$ cat src/rtl/divider_pkg.sv
// Shared types and constants for the restoring-divider controller.
package divider_pkg;

  typedef enum logic [2:0] {
    IDLE = 3'd0,
    LOAD = 3'd1,
    SUB  = 3'd2,
    TEST = 3'd3,
    DONE = 3'd4
  } state_t;

  localparam logic [1:0] SEL_ADDER = 2'b01;
  localparam logic [1:0] SEL_LOAD  = 2'b10;
  localparam logic [1:0] SEL_HOLD  = 2'b11;

endpackage

$ cat src/rtl/divider_if.sv
// Controller <-> datapath/system signal bundle; master is the controller side.
interface divider_if;
  logic       start;
  logic       sign;
  logic       load;
  logic       add;
  logic       shift;
  logic       inbit;
  logic [1:0] sel;
  logic       busy;
  logic       done;

  modport master (input  start, sign,
                  output load, add, shift, inbit, sel, busy, done);
  modport slave  (output start, sign,
                  input  load, add, shift, inbit, sel, busy, done);
endinterface

$ cat src/rtl/divider_controller.sv
// Control FSM for the 8/7-bit restoring divider: one load-and-shift,
// then N_ITER subtract/test iterations, then a one-cycle done pulse.
module divider_controller
  import divider_pkg::*;
#(
  parameter int N_ITER = 8,
  parameter int CNT_W  = 3
) (
  input  logic     clk,
  input  logic     reset,
  divider_if.master bus
);

  state_t             state, state_nxt;
  logic [CNT_W-1:0]   cnt, cnt_nxt;

  always_ff @(posedge clk) begin
    if (reset) begin
      state <= IDLE;
      cnt   <= '0;
    end else begin
      state <= state_nxt;
      cnt   <= cnt_nxt;
    end
  end

  always_comb begin
    state_nxt = state;
    cnt_nxt   = cnt;
    bus.load  = 1'b0;
    bus.add   = 1'b0;
    bus.shift = 1'b0;
    bus.inbit = 1'b0;
    bus.sel   = SEL_HOLD;
    bus.busy  = 1'b0;
    bus.done  = 1'b0;

    case (state)
      IDLE: if (bus.start) state_nxt = LOAD;

      LOAD: begin
        bus.load  = 1'b1;
        bus.sel   = SEL_LOAD;
        bus.shift = 1'b1;
        bus.busy  = 1'b1;
        cnt_nxt   = '0;
        state_nxt = SUB;
      end

      SUB: begin
        bus.sel   = SEL_ADDER;
        bus.busy  = 1'b1;
        state_nxt = TEST;
      end

      // Negative trial: add divisor back before shifting in a 0.
      // Non-negative: keep the difference and shift in a 1.
      TEST: begin
        bus.busy  = 1'b1;
        bus.shift = 1'b1;
        if (bus.sign) begin
          bus.sel   = SEL_ADDER;
          bus.add   = 1'b1;
          bus.inbit = 1'b0;
        end else begin
          bus.sel   = SEL_HOLD;
          bus.add   = 1'b0;
          bus.inbit = 1'b1;
        end
        cnt_nxt = cnt + CNT_W'(1);
        if (cnt == CNT_W'(N_ITER - 1)) state_nxt = DONE;
        else                           state_nxt = SUB;
      end

      DONE: begin
        bus.done  = 1'b1;
        state_nxt = IDLE;
      end

      default: state_nxt = IDLE;
    endcase
  end

endmodule

$ cat src/flat_wrapper.sv
// flat-port wrapper written by rule: the top's interface ports become plain ports
module divider_controller_flat import divider_pkg::*;
#(
  parameter int N_ITER = 8,
  parameter int CNT_W  = 3
)
  (clk, reset, bus_start, bus_sign, bus_load, bus_add, bus_shift, bus_inbit, bus_sel, bus_busy, bus_done);
  divider_if bus_i ();
  input  logic clk;
  input  logic reset;
  input wire logic [$bits(bus_i.start)-1:0] bus_start;
  input wire logic [$bits(bus_i.sign)-1:0] bus_sign;
  output wire logic [$bits(bus_i.load)-1:0] bus_load;
  output wire logic [$bits(bus_i.add)-1:0] bus_add;
  output wire logic [$bits(bus_i.shift)-1:0] bus_shift;
  output wire logic [$bits(bus_i.inbit)-1:0] bus_inbit;
  output wire logic [$bits(bus_i.sel)-1:0] bus_sel;
  output wire logic [$bits(bus_i.busy)-1:0] bus_busy;
  output wire logic [$bits(bus_i.done)-1:0] bus_done;
  assign bus_i.start = bus_start;
  assign bus_i.sign = bus_sign;
  assign bus_load = bus_i.load;
  assign bus_add = bus_i.add;
  assign bus_shift = bus_i.shift;
  assign bus_inbit = bus_i.inbit;
  assign bus_sel = bus_i.sel;
  assign bus_busy = bus_i.busy;
  assign bus_done = bus_i.done;
  divider_controller #(.N_ITER(N_ITER), .CNT_W(CNT_W)) u_core (.clk(clk), .reset(reset), .bus(bus_i));
endmodule
$ cat config.mk
export PLATFORM = sky130hd
export DESIGN_NAME = divider_controller_flat
export DESIGN_NICKNAME = d
export VERILOG_FILES = /design/src/rtl/divider_pkg.sv /design/src/rtl/divider_if.sv /design/src/rtl/divider_controller.sv /design/src/flat_wrapper.sv
export SDC_FILE = /design/constraint.sdc
export NUM_CORES = 1
export LEC_CHECK = 0
export CAP_MARGIN = 20
export CORE_AREA = 3 3 40 42
export DETAILED_ROUTE_END_ITERATION = 16
export DIE_AREA = 0 0 43 45
export GPL_TIMING_DRIVEN = 0
export PLACE_DENSITY = 0.59
export SLEW_MARGIN = 5
export SYNTH_ARGS = -nofsm -noshare
export SYNTH_HDL_FRONTEND = slang
export SYNTH_SLANG_ARGS = --single-unit
$ cat constraint.sdc
create_clock -name clk -period 1.25 [get_ports clk]
set_clock_uncertainty 0.2 [all_clocks]
set_input_delay 0.3125 -clock clk [delete_from_list [all_inputs] [get_ports clk]]
set_output_delay 0.3125 -clock clk [all_outputs]
set_load 0.01 [all_outputs]
==> summary.md <==
| Metric | Value |
|---|---|
| CP max-delay cell | `dfxtp_4` |
| Die Ht | `45 um` |
| Failing checks | `negative setup slack` |
| Synth unique cells | `19` |
| TritonCTS clock tree | `yes` |
| Final Slew Violations | `0` |
| Clock Tree Buf Depth | `2` |
| Core Rows | `13` |
| Largest fanout on the critical path | `3` |
| Crit Path Class | `reg -> out` |
| Synth cell count leaders | `dfxtp_1 (6), nand2_1 (4), a21oi_1 (3), nor2_1 (3)` |
| Ratio of cells with drive above 1 in the final layout | `around four fifths` |
| Nets | `68` |
| Number of cells on the critical path | `5` |
| # port buffers | `11` |
| EDFF count, synth | `0` |
| Cells along the critical path | `nand2b_4, clkinv_4, nand2b_4, inv_2, buf_6` |
| Wirelength per Cell | `11.9 um` |
| Synth-to-layout area growth | `102%` |
| Top-count cell post-synth | `dfxtp_1` |
| I/O pin count | `12` |
| Inserted Clock Buffers | `3` |
| Synth async-reset ratio | `0%` |
| Initial core utilization | `between 20% and 30%` |
| Vias in the first global route | `320` |
| Synth area leaders | `dfxtp_1 (37%), ha_1 (7.6%), nand3_2 (6.1%)` |
| Syn_nets | `42` |
| Pleak | `0.281 nW` |
| CTS clk-pin slew, worst paths | `0.04 ns` |
| Grt met1 use | `11.4%` |
| Routed Antenna Nets | `0` |
| First-pass GRT wire length | `~1400 um` |
| DIE WIDTH | `about 43 um` |
| CP most frequent cell | `nand2b_4` |
| Startpoint Class | `flip-flop` |
| Fin. Hold Viols | `0` |
| Fin crit share | `124%` |
| Pwr dens | `around 800 nW/um^2` |
| Root Buffer | `clkbuf_4` |
| CTS Sinks | `6` |
| GPL Wtd Cong | `0.662` |
| Number of detailed-route iterations in the first pass | `2` |
| DRT Wirelength | `a little under 900 um` |
| Die ar. | `1940 um^2` |
| Power Total | `between 0.0005 and 0.0006 W` |
| Register-to-Register Path Depth | `4` |
| Fmax | `646 MHz` |
| Slack of the critical path | `-0.297 ns` |
| Commonest register cell after synthesis | `dfxtp_1` |
| Synth top area share | `36.6%` |
| Mapped cell area | `about 330 um^2` |
| DRC | `0` |
| RSZ-0062 raised after global routing | `yes` |
| Fillers | `125` |
| Hpwl dp | `between 400 and 500 um` |
| Initial antenna violation count | `0` |
| Clock Latency Late Sink | `~0.24 ns` |
| Crit path buf inv count | `3` |
| Max cap viols | `0` |
| Slew @ Worst Pin | `about 0.35 ns` |
| Min Tclk post-route | `1.55 ns` |
| Slew headroom | `76.3%` |
| Final core utilization | `51.4%` |
| GR peak layer | `met2` |
| Critical path's top delay family | `flip-flops` |
| Worst hold path type | `in -> reg` |
| Diode count | `0` |
| Critical path data arrival time | `between 1 and 1.5 ns` |
| Syn Inst Count | `36` |
| GRT Util Overall | `between 10% and 20%` |
| Register area share after synthesis | `36.6%` |
| CP peak stage delay | `0.37 ns` |
| Hold Slack | `0.245 ns` |
| Via count | `350` |
| YS warnings | `0` |
| Final setup violation count | `9` |
| Status | `finished with violations` |
| Syn_area_per_cell | `9.11 um^2` |
| Placeable Area | `1280 um^2` |
| Hold depth | `2` |
| Drt initial violations | `3` |
| Pin count of the biggest net entering global routing | `7` |
| GR Util met2 | `16.2%` |
| Congestion Overflow GR | `0` |
| Post-synth top area cell | `dfxtp_1` |
| Crit end category | `primary output` |
| Peak supply drop | `0.625 mV` |
| Met3 Use GR | `roughly 7%` |
| Yosys reg bits | `6` |
| Htree depth | `1` |
| CTS Hold Bufs | `0` |
| CP required | `about 0.74 ns` |
| Via-to-Cell Ratio | `4.67` |
-- cell usage in the layout (no fill, tap or decap), types with 2 or more instances in the layout --
cell / instances
nand2b_4: 2
nand3_2: 2
a21oi_1: 2
buf_4: 9
nand3b_1: 2
buf_2: 4
dfxtp_2: 3
nand2_1: 2
clkbuf_4: 3
buf_6: 6
dfxtp_4: 2
ha_4: 2
-- power by group --
| part | switching [W] | internal [W] |
|---|---|---|
| logic | 0.0000642 | 0.0000806 |
| registers | 0.0000106 | 0.000197 |
| clock network | 0.0000683 | 0.000108 |
-- routing by layer --
layer / vias up / wire, um
met5: - / 0
met1: 168 / 361
met4: 0 / 0
met2: 8 / 488
li1: 174 / -
met3: 0 / 43
-- final cells by class --
class	count	area (um^2)	share of cell area, %
well taps	15	18.8	2.84
inverters	2	12.5	1.89
repair buffers	22	195	29.5
multi-input cells	26	269	40.7
clock buffers	3	22.5	3.41
plain buffers	1	11.3	1.70
flip-flops and latches	6	131	19.9
-- what timing repair did --
item,in CTS,in global routing
hold endpoints to repair,0,0
gates resized for setup,38,14
pin swaps,3,5
setup endpoints to repair,9,13
setup buffers,8,3
-- kinds of logic after synthesis --
logic type | synth area share (%)
and+or+nand+nor | 42.7
DFF | 36.6
buffers and inverters | 8.39
AOI/OAI and AO/OA | 4.58
adders and majority gates | 7.63
-- metrics by stage --
stage / cell area, um^2 / setup slack (ns) / cells / TNS [ns]
final: 661 / -0.297 / 75 / -2.13
after global routing: 661 / -0.362 / 75 / -2.65
after CTS: 588 / -0.337 / 73 / -2.57
after detailed placement: 515 / -0.792 / 62 / -5.37
after global placement: 515 / -0.784 / 62 / -5.37
after floorplan: 387 / -0.0442 / 36 / -0.0609
-- flip-flops by register name (all words and copies together) (netlist names) --
signal        count
u_core.cnt        3
u_core.state      3
-- path summary, 6_finish.rpt --
kind / slack, ns / end / startpoint
worst max-delay path: -0.30 / bus_load / u_core.state[2]$_SDFFE_PP0P_
worst min-delay path: 0.25 / u_core.cnt[1]$_SDFFE_PP0P_ / reset
worst max register to register: -0.04 / u_core.state[1]$_SDFFE_PP0P_ / u_core.cnt[1]$_SDFFE_PP0P_
worst min register to register: 0.27 / u_core.cnt[1]$_SDFFE_PP0P_ / u_core.cnt[1]$_SDFFE_PP0P_
Power figures use the tool's default switching activity.
